`src/rtl/fifo_rd_drain.sv`:
```
// fifo_rd_drain: read-side consumer for an async FIFO, read clock domain only.
// Issues FIFO reads while data is available and the 2-entry skid buffer has
// room (counting the read already in flight), captures the registered FIFO
// data one cycle later, and presents the buffer head as a valid/ready stream.
//
// Ports:
//   rclk      read-domain clock
//   r_rst     synchronous reset, active high
//   drain_en  permit new FIFO reads
//   empty     FIFO empty flag (rclk domain)
//   data_out  FIFO read data, valid the cycle after an accepted r_en
//   r_en      FIFO read enable (combinational)
//   m_valid   downstream valid, buffer head present
//   m_ready   downstream ready
//   m_data    buffer head
//   word_cnt  words delivered downstream, wraps
//   busy      buffer not empty or a read is in flight
module fifo_rd_drain #(
  parameter int DATA_WIDTH = 8,
  parameter int CNT_WIDTH  = 16
) (
  input  logic                  rclk,
  input  logic                  r_rst,
  input  logic                  drain_en,
  input  logic                  empty,
  input  logic [DATA_WIDTH-1:0] data_out,
  output logic                  r_en,
  output logic                  m_valid,
  input  logic                  m_ready,
  output logic [DATA_WIDTH-1:0] m_data,
  output logic [CNT_WIDTH-1:0]  word_cnt,
  output logic                  busy
);

  logic [1:0]            occ_q, occ_d;
  logic                  inflight_q;
  logic                  head_q, tail_q;
  logic [DATA_WIDTH-1:0] mem_q [2];
  logic [CNT_WIDTH-1:0]  cnt_q;
  logic                  pop;

  always_comb begin
    // Outputs are forced quiet while reset is held, even mid-operation.
    m_valid  = !r_rst && (occ_q != 2'd0);
    m_data   = r_rst ? '0 : mem_q[head_q];
    busy     = !r_rst && ((occ_q != 2'd0) || inflight_q);
    word_cnt = cnt_q;
    pop      = m_valid && m_ready;
    // occ_d is also the committed fill (buffered + arriving - leaving); a new
    // read is only safe if that fill leaves a free slot for its data.
    // Never exceeds 2, so 2 bits suffice.
    occ_d    = occ_q + {1'b0, inflight_q} - {1'b0, pop};
    r_en     = !r_rst && drain_en && !empty && (occ_d < 2'd2);
  end

  always_ff @(posedge rclk) begin
    if (r_rst) begin
      occ_q      <= 2'd0;
      inflight_q <= 1'b0;
      head_q     <= 1'b0;
      tail_q     <= 1'b0;
      mem_q[0]   <= '0;
      mem_q[1]   <= '0;
      cnt_q      <= '0;
    end else begin
      occ_q      <= occ_d;
      inflight_q <= r_en;
      if (inflight_q) begin
        mem_q[tail_q] <= data_out;
        tail_q        <= ~tail_q;
      end
      if (pop) begin
        head_q <= ~head_q;
        cnt_q  <= cnt_q + 1'b1;
      end
    end
  end

endmodule

```
`config.mk`:
```
export PLATFORM = sky130hd
export DESIGN_NAME = fifo_rd_drain
export DESIGN_NICKNAME = d
export VERILOG_FILES = /design/src/rtl/fifo_rd_drain.sv
export SDC_FILE = /design/constraint.sdc
export NUM_CORES = 1
export LEC_CHECK = 0
export CORE_MARGIN = 1.5
export CORE_UTILIZATION = 34
export CTS_CLUSTER_SIZE = 40
export DETAILED_ROUTE_END_ITERATION = 16
export SLEW_MARGIN = 40
export SYNTH_ARGS = -nofsm -noshare
export SYNTH_HDL_FRONTEND = slang
export SYNTH_SLANG_ARGS = --single-unit
```
`constraint.sdc`:
```
create_clock -name rclk -period 4.2 [get_ports rclk]
set_clock_uncertainty 0.15 [all_clocks]
set_input_delay 1.05 -clock rclk [delete_from_list [all_inputs] [get_ports rclk]]
set_output_delay 1.05 -clock rclk [all_outputs]
set_load 0.03 [all_outputs]
```
# After elaboration in Yosys (flattened, before gate mapping)
# Memory sizes are Yosys's and may differ from the RTL's. A register that Yosys moved wholly into a read port is not among the register bits.
# Cells that the tools add are included.
# totals
memories,1
mem_bits_ro,0
latch_bits,0
input_bits,13
ram_bits,16
reg_bits,21
out_inout_bits,27
wordCells,34
# memory_table
name,words,word_bits,read_ports,rd_clocked_by_memory_dff,wr,line_no,rtl
mem_q,2,8,1,1,2,38,logic [DATA_WIDTH-1:0] mem_q [2];
# classes
shifts,0
bitwise,2
n_mux,11
add_sub_neg,3
eq_ne,0
div,0
order_cmp,1
multipliers,0
n_reduce_logical,11
# ops
operator,count
"adder 16 x 1 -> 16 bit, second input constant",1
2-to-1 mux 8 bit,2
2-to-1 mux 1 bit,9
OR reduction 8 bit,1
logical AND 1 bit,6
adder 2 x 1 -> 2 bit,1
zero test 1 bit,2
"less-than comparator 2 bit, second input constant",1
NOT 1 bit,2
nonzero test 2 bit,1
subtractor 2 x 1 -> 2 bit,1
logical OR 1 bit,1

# Logic depth before layout (Yosys ltp)
# Gate-level depths: netlist of the first run.
# depth
word_depth,6
ltp_mapped,11
mapped_depth_nobuf,9

# Worst setup path before layout of the first run
# Ideal clock, no wire load.
# synth_timing
path_type,input -> output
start,in r_rst
end,out r_en
required_ns,3.000
stages,11
path_buffers,2
t_arrival_ns,3.407
setup_slack_ns,-0.407
cell_sequence,buf_6 > o21ba_4 > buf_6 > nand2_1 > inv_1 > ha_1 > inv_1 > ha_1 > xnor2_1 > xnor2_1 > nor4b_1
# synth_via
elab_chain_cells,6
elab_cells_between_ends,8
cone_classes,add/sub: 1; order compare: 1; reduce/logical: 6
# synth_rtl
item,line_no,rtl
"start, declared",23,"input logic r_rst,"
zero test 1 bit,44,m_valid = !r_rst && (occ_q != 2'd0);
logical AND 1 bit,44,
net m_valid,28,"output logic m_valid,"
logical AND 1 bit,48,pop = m_valid && m_ready;
net pop,40,logic pop;
subtractor 2 x 1 -> 2 bit,52,"occ_d = occ_q + {1'b0, inflight_q} - {1'b0, pop};"
less-than comparator 2 bit,53,r_en = !r_rst && drain_en && !empty && (occ_d < 2'd2);
logical AND 1 bit,53,
"end, declared",27,"output logic r_en,"
# The timed path passes the listed nets, and every way through them passes these cells.

# Worst setup path after layout of the first run
# layout_timing
start,in m_ready
end,out r_en
# layout_via
elab_chain_cells,4
# layout_rtl
item,line_no,rtl
"start, declared",29,"input logic m_ready,"
logical AND 1 bit,48,
net pop,40,
subtractor 2 x 1 -> 2 bit,52,
less-than comparator 2 bit,53,
logical AND 1 bit,53,
# The timed path passes the listed nets, and every way through them passes these cells.

==> results_dict.tcl, run 1 <==
set metrics [dict create \
    status "finished clean" \
    worst-path-buf-inv 4 \
    critPathCaptureType "output port" \
    post-route-util 0.482 \
    grt_pass1_wl_mm 5.93 \
    cp.arrival_ns 2.84 \
    layout-drive-gt1-share 0.148 \
    cts_max_level 2 \
    wire_per_inst_um 13.0 \
    max_freq_mhz 248 \
    ys_ff_latch 38 \
    swShare 0.236 \
    fill_cells 449 \
    cts_inserted_buffers 5 \
    ir_drop_mv 0.152 \
    grt_max_degree 35 \
    boundaryPins 40 \
    period_minus_slack_ns 4.04 \
    hp-class "flop to flop" \
    p_switching_mw 0.192 \
    grt_overflow_total 0 \
    power_mw 0.814 \
    worst_pin_slew_ns 0.482 \
    antenna_cells 0 \
    synth_area_per_cell_um2 10.5 \
    synth_edf_count 16 \
    antenna_found_initial 0 \
    root_buffer "clkbuf_8" \
    drv_cap 0 \
    max_stage_delay_ns 0.44 \
    synthToLayoutAreaGrowth_pct 33.7 \
    syn_inst 165 \
    clock_path_buffers 2 \
    cts_tree "yes" \
    final_nets 225 \
    critPathSlowestCell "clkdlybuf4s50_1" \
    critPathKind "input port to output port" \
    coreArea_um2 4820 \
    path_cells "clkdlybuf4s50_1, nand2_1, inv_1, ha_1, inv_1, ha_2, xnor2_2, xnor2_2, nor4b_4, buf_6" \
    critPathMaxFanout 2 \
    async_flop_share 0 \
    yosysSeqAreaShare 0.530 \
    power_frac_comb 0.126 \
    firstDrtPassIters 4 \
    clkLatencyLatePin_ns 0.29 \
    max_slew_margin 0.678 \
    place_congestion 0.741 \
    hold_ws_ns 0.338 \
    syn_nets 181 \
    grt_usage 0.144 \
    ys_warn_count 0 \
    ys_types 30 \
    via_per_inst 4.82 \
    leakagePower_nw 0.889 \
    die_h_um 74.5 \
    hold_buffers 0 \
    maxSlewViolCount 0 \
    clockPowerShare 0.372 \
    seqPwrFrac 0.502 \
    io_buffers 39 \
    final-hold-violation-count 0 \
    initial_utilization 0.361 \
    num_vias 1336 \
    drc_errors 0 \
    numClockSinks 38 \
    grt_pass1_vias 1306 \
    ant_nets 0 \
    power.density_nw_per_um2 350 \
    worstPathRequired_ns 3.00 \
    setup_violations 0 \
    die_w_um 74.5 \
    hpwl_mm 2.51 \
    row_count 25 \
    period_share 0.961 \
    drtIter0Drc 74 \
    regArea_um2 921 \
    rsz0062_at_grt "false" \
    power.internal_mw 0.622 \
    ys.flop_type "dfxtp_1" \
    dieArea_um2 5550 \
    wl_mm 3.60 \
    critPathTopFamily "buffers and inverters" \
    syn_area_um2 1740 \
    start_kind "input port" \
    multi_input_area_um2 778 \
    path_clk_slew_ns 0.07 \
]
==> power by group through the flow <==
stage	sequential [mW]	clock, mW	combinational [mW]
floorplan	0.414	0	0.0642
global placement	0.416	0	0.0953
detailed placement	0.416	0	0.0977
CTS	0.408	0.310	0.103
global route	0.410	0.327	0.111
finish	0.408	0.303	0.103
==> worst paths after layout <==
path / startpoint / end / slack (ns) / cells past startpoint
worst max register to register: occ_q[1]$_SDFF_PP0_ / inflight_q$_SDFF_PP0_ / 2.11 / 10
worst max-delay path: m_ready / r_en / 0.16 / 10
worst min-delay path: word_cnt[15]$_SDFFE_PP0P_ / word_cnt[15]$_SDFFE_PP0P_ / 0.34 / 2
worst min register to register: word_cnt[15]$_SDFFE_PP0P_ / word_cnt[15]$_SDFFE_PP0P_ / 0.34 / 2
==> placed cells by master, fill, tap and decap left out, types with 6 or more instances in the layout <==
| master | count |
|---|---|
| or3_1 | 8 |
| edfxtp_1 | 16 |
| xor2_1 | 6 |
| a21oi_1 | 9 |
| buf_4 | 14 |
| o21ai_0 | 8 |
| inv_1 | 6 |
| dfxtp_1 | 22 |
| mux2i_1 | 8 |
| clkdlybuf4s50_1 | 28 |
| and2_1 | 17 |
| nor2_1 | 19 |
==> state kept, by name, summed over array words and instances (netlist names), named ones only <==
register    cells
tail_q          1
inflight_q      1
mem_q          16
word_cnt       16
occ_q           2
head_q          1
==> Yosys cell counts, types with 2 or more instances <==
| library cell | number | share of area |
|---|---|---|
| xor2_1 | 6 | 0.030 |
| inv_1 | 6 | 0.013 |
| nor2b_1 | 2 | 0.0072 |
| and4_1 | 2 | 0.010 |
| edfxtp_1 | 16 | 0.28 |
| xnor2_1 | 4 | 0.020 |
| and2_1 | 17 | 0.061 |
| nor4b_1 | 2 | 0.010 |
| nor2_1 | 19 | 0.041 |
| and3_1 | 2 | 0.0072 |
| a21oi_1 | 9 | 0.026 |
| nand4_1 | 4 | 0.014 |
| o21ai_0 | 8 | 0.023 |
| ha_1 | 3 | 0.022 |
| nand3_1 | 5 | 0.014 |
| mux2i_1 | 8 | 0.046 |
| clkbuf_1 | 4 | 0.0086 |
| dfxtp_1 | 22 | 0.25 |
| or3_1 | 8 | 0.029 |
| nand2b_1 | 2 | 0.0072 |
| buf_6 | 3 | 0.019 |
| nand2_1 | 5 | 0.011 |
==> metal layers <==
layer / global-route usage / vias to the layer above / wire [µm]
met5: 0 / - / 0
met4: 0.0808 / 0 / 89
met3: 0.0339 / 9 / 188
met2: 0.240 / 35 / 1720
met1: 0.169 / 636 / 1600
li1: - / 656 / -
==> cell families after synthesis <==
family / count (synthesis) / synth area share
and+or+nand+nor: 73 / 0.244
DFF: 38 / 0.530
AOI/OAI and AO/OA: 20 / 0.0670
buffers and inverters: 13 / 0.0410
xor gates and xnor gates: 10 / 0.0504
muxes: 8 / 0.0461
adders and majority gates: 3 / 0.0216
==> what timing repair did <==
item	in CTS	in global routing
buffers inserted	1	0
resized for setup	3	2
pin swaps	1	1
endpoints found under the setup margin	1	1
==> tightest hold or removal path: cells and delay by family (launching register included) <==
| kind | cells | cell delay, ns |
|---|---|---|
| flops | 1 | 0.32 |
| compound gates | 2 | 0.12 |
==> stage by stage <==
stage,std cells,setup TNS [ns],instance area [µm²],setup slack [ns]
after floorplan,165,0,1750,0.157
after global placement,268,0,2180,0.0227
after detailed placement,268,-0.0289,2180,-0.0289
after CTS,277,0,2320,0.00179
after global routing,277,0,2320,0.105
final,277,0,2320,0.163
==> layout make-up <==
cell class	instances	share of cell area
repair buffers	44	0.176
inverters	6	0.00969
well taps	67	0.0361
clock inverters	3	0.0172
clock buffers	5	0.0296
multi-input cells	114	0.335
flip-flops and latches	38	0.396
Note: power is estimated with default switching activity, not from simulation.
==> run 2, diff against run 1 <==
--- a/config.mk
+++ b/config.mk
@@ -9,6 +9,7 @@
 export CORE_UTILIZATION = 34
 export CTS_CLUSTER_SIZE = 40
 export DETAILED_ROUTE_END_ITERATION = 16
+export RECOVER_POWER = 50
 export SLEW_MARGIN = 40
 export SYNTH_ARGS = -nofsm -noshare
 export SYNTH_HDL_FRONTEND = slang
==> run 2 against run 1 <==
  * Die area unchanged
  * Non-clock buffer count unchanged
  * Worst hold slack hardly changed
  * Wire length grew 0.31%
  * Final cell count did not move
  * Combinational power about the same
==> results_dict.tcl, run 2 (same netlist as run 1, synthesis figures left out) <==
set metrics [dict create \
    hold_buffers 0 \
    initial_utilization 0.361 \
    final-hold-violation-count 0 \
    grt_overflow_total 0 \
    leakagePower_nw 0.838 \
    grt_pass1_wl_mm 5.93 \
    dieArea_um2 5550 \
    post-route-util 0.476 \
    drc_errors 0 \
    antenna_found_initial 0 \
    wl_mm 3.61 \
    synthToLayoutAreaGrowth_pct 31.9 \
    max_freq_mhz 248 \
    die_h_um 74.5 \
    grt_usage 0.144 \
    setup_violations 0 \
    period_minus_slack_ns 4.03 \
    wire_per_inst_um 13.0 \
    path_clk_slew_ns 0.07 \
    coreArea_um2 4820 \
    row_count 25 \
    start_kind "input port" \
    status "finished clean" \
    rsz0062_at_grt "false" \
    cts_max_level 2 \
    clkLatencyLatePin_ns 0.29 \
    period_share 0.960 \
    worstHoldStart "word_cnt[15]$_SDFFE_PP0P_" \
    final_nets 225 \
    worst_pin_slew_ns 0.487 \
    pre_cts_slack_ns -0.0289 \
    hpwl_mm 2.51 \
    critPathLaunch "m_ready" \
    boundaryPins 40 \
    maxSlewViolCount 0 \
    hp-class "flop to flop" \
    rr_startpoint "occ_q[1]$_SDFF_PP0_" \
    cts_inserted_buffers 5 \
    via_per_inst 4.81 \
    cp.arrival_ns 2.83 \
    antenna_cells 0 \
    clock_path_buffers 2 \
    layout_setup_ws_ns 0.166 \
    root_buffer "clkbuf_8" \
    ant_nets 0 \
    fin_area_um2 2290 \
    critPathCaptureType "output port" \
    firstDrtPassIters 4 \
    placed_area_um2 2180 \
    worstPathRequired_ns 3.00 \
    layout_commonest_cell "clkdlybuf4s50_1" \
    max_slew_margin 0.674 \
    grt_max_degree 35 \
    fill_cells 454 \
    place_congestion 0.741 \
    power.density_nw_per_um2 354 \
    drv_cap 0 \
    grt_pass1_vias 1306 \
    num_vias 1331 \
    io_buffers 39 \
    hold_ws_ns 0.338 \
    numClockSinks 38 \
    critPathMaxFanout 2 \
    drtIter0Drc 74 \
    die_w_um 74.5 \
    layout-drive-gt1-share 0.129 \
    cts_tree "yes" \
    ir_drop_mv 0.152 \
    layout_common_cells "clkdlybuf4s50_1, dfxtp_1, nor2_1" \
    critPathKind "input port to output port" \
]
==> run 2: per-layer routing <==
metal	global-route usage	wire, µm	up-vias
li1	-	-	660
met1	0.169	1610	625
met2	0.240	1710	37
met3	0.0339	214	9
met4	0.0808	83	0
met5	0	0	-
==> run 2: final timing paths <==
path	end	slack, ns	cells after the start
setup / recovery	r_en	0.17	10
setup reg to reg	inflight_q$_SDFF_PP0_	2.11	10
hold reg to reg	word_cnt[15]$_SDFFE_PP0P_	0.34	2
hold / removal	word_cnt[15]$_SDFFE_PP0P_	0.34	2
==> run 2: cell type report <==
cell class / count / area, µm² / share of cell area
Clock buffer: 5 / 68.8 / 0.0300
Clock inverter: 3 / 40.0 / 0.0175
Inverter: 6 / 22.5 / 0.00983
Multi-Input combinational cell: 114 / 757 / 0.330
Sequential cell: 38 / 921 / 0.402
Tap cell: 67 / 83.8 / 0.0366
Timing Repair Buffer: 44 / 399 / 0.174
==> run 2: power by group <==
group | switching, mW | internal (mW) | leakage, nW
Clock | 0.129 | 0.175 | 0.0579
Sequential | 0.00977 | 0.399 | 0.344
Combinational | 0.0529 | 0.0474 | 0.436
==> run 2: metrics by stage <==
stage	TNS, ns	instances	power (mW)
detailed placement	-0.0289	268	0.514
CTS	0	277	0.822
global route	0	277	0.846
global placement	0	268	0.511
floorplan	0	165	0.478
finish	0	277	0.812
==> run 2: repair_timing <==
action	CTS	global route
setup buffers	1	0
setup endpoints to repair	1	1
pin swaps	1	1
gates resized for setup	3	2
==> run 2: worst max-delay path, cell delays in order <==
cell and delay, ns:
clkdlybuf4s50_1 0.43, nand2_1 0.09, inv_1 0.05, ha_1 0.26, inv_1 0.04, ha_2 0.17
xnor2_2 0.14, xnor2_2 0.17, nor4b_4 0.27, buf_6 0.16
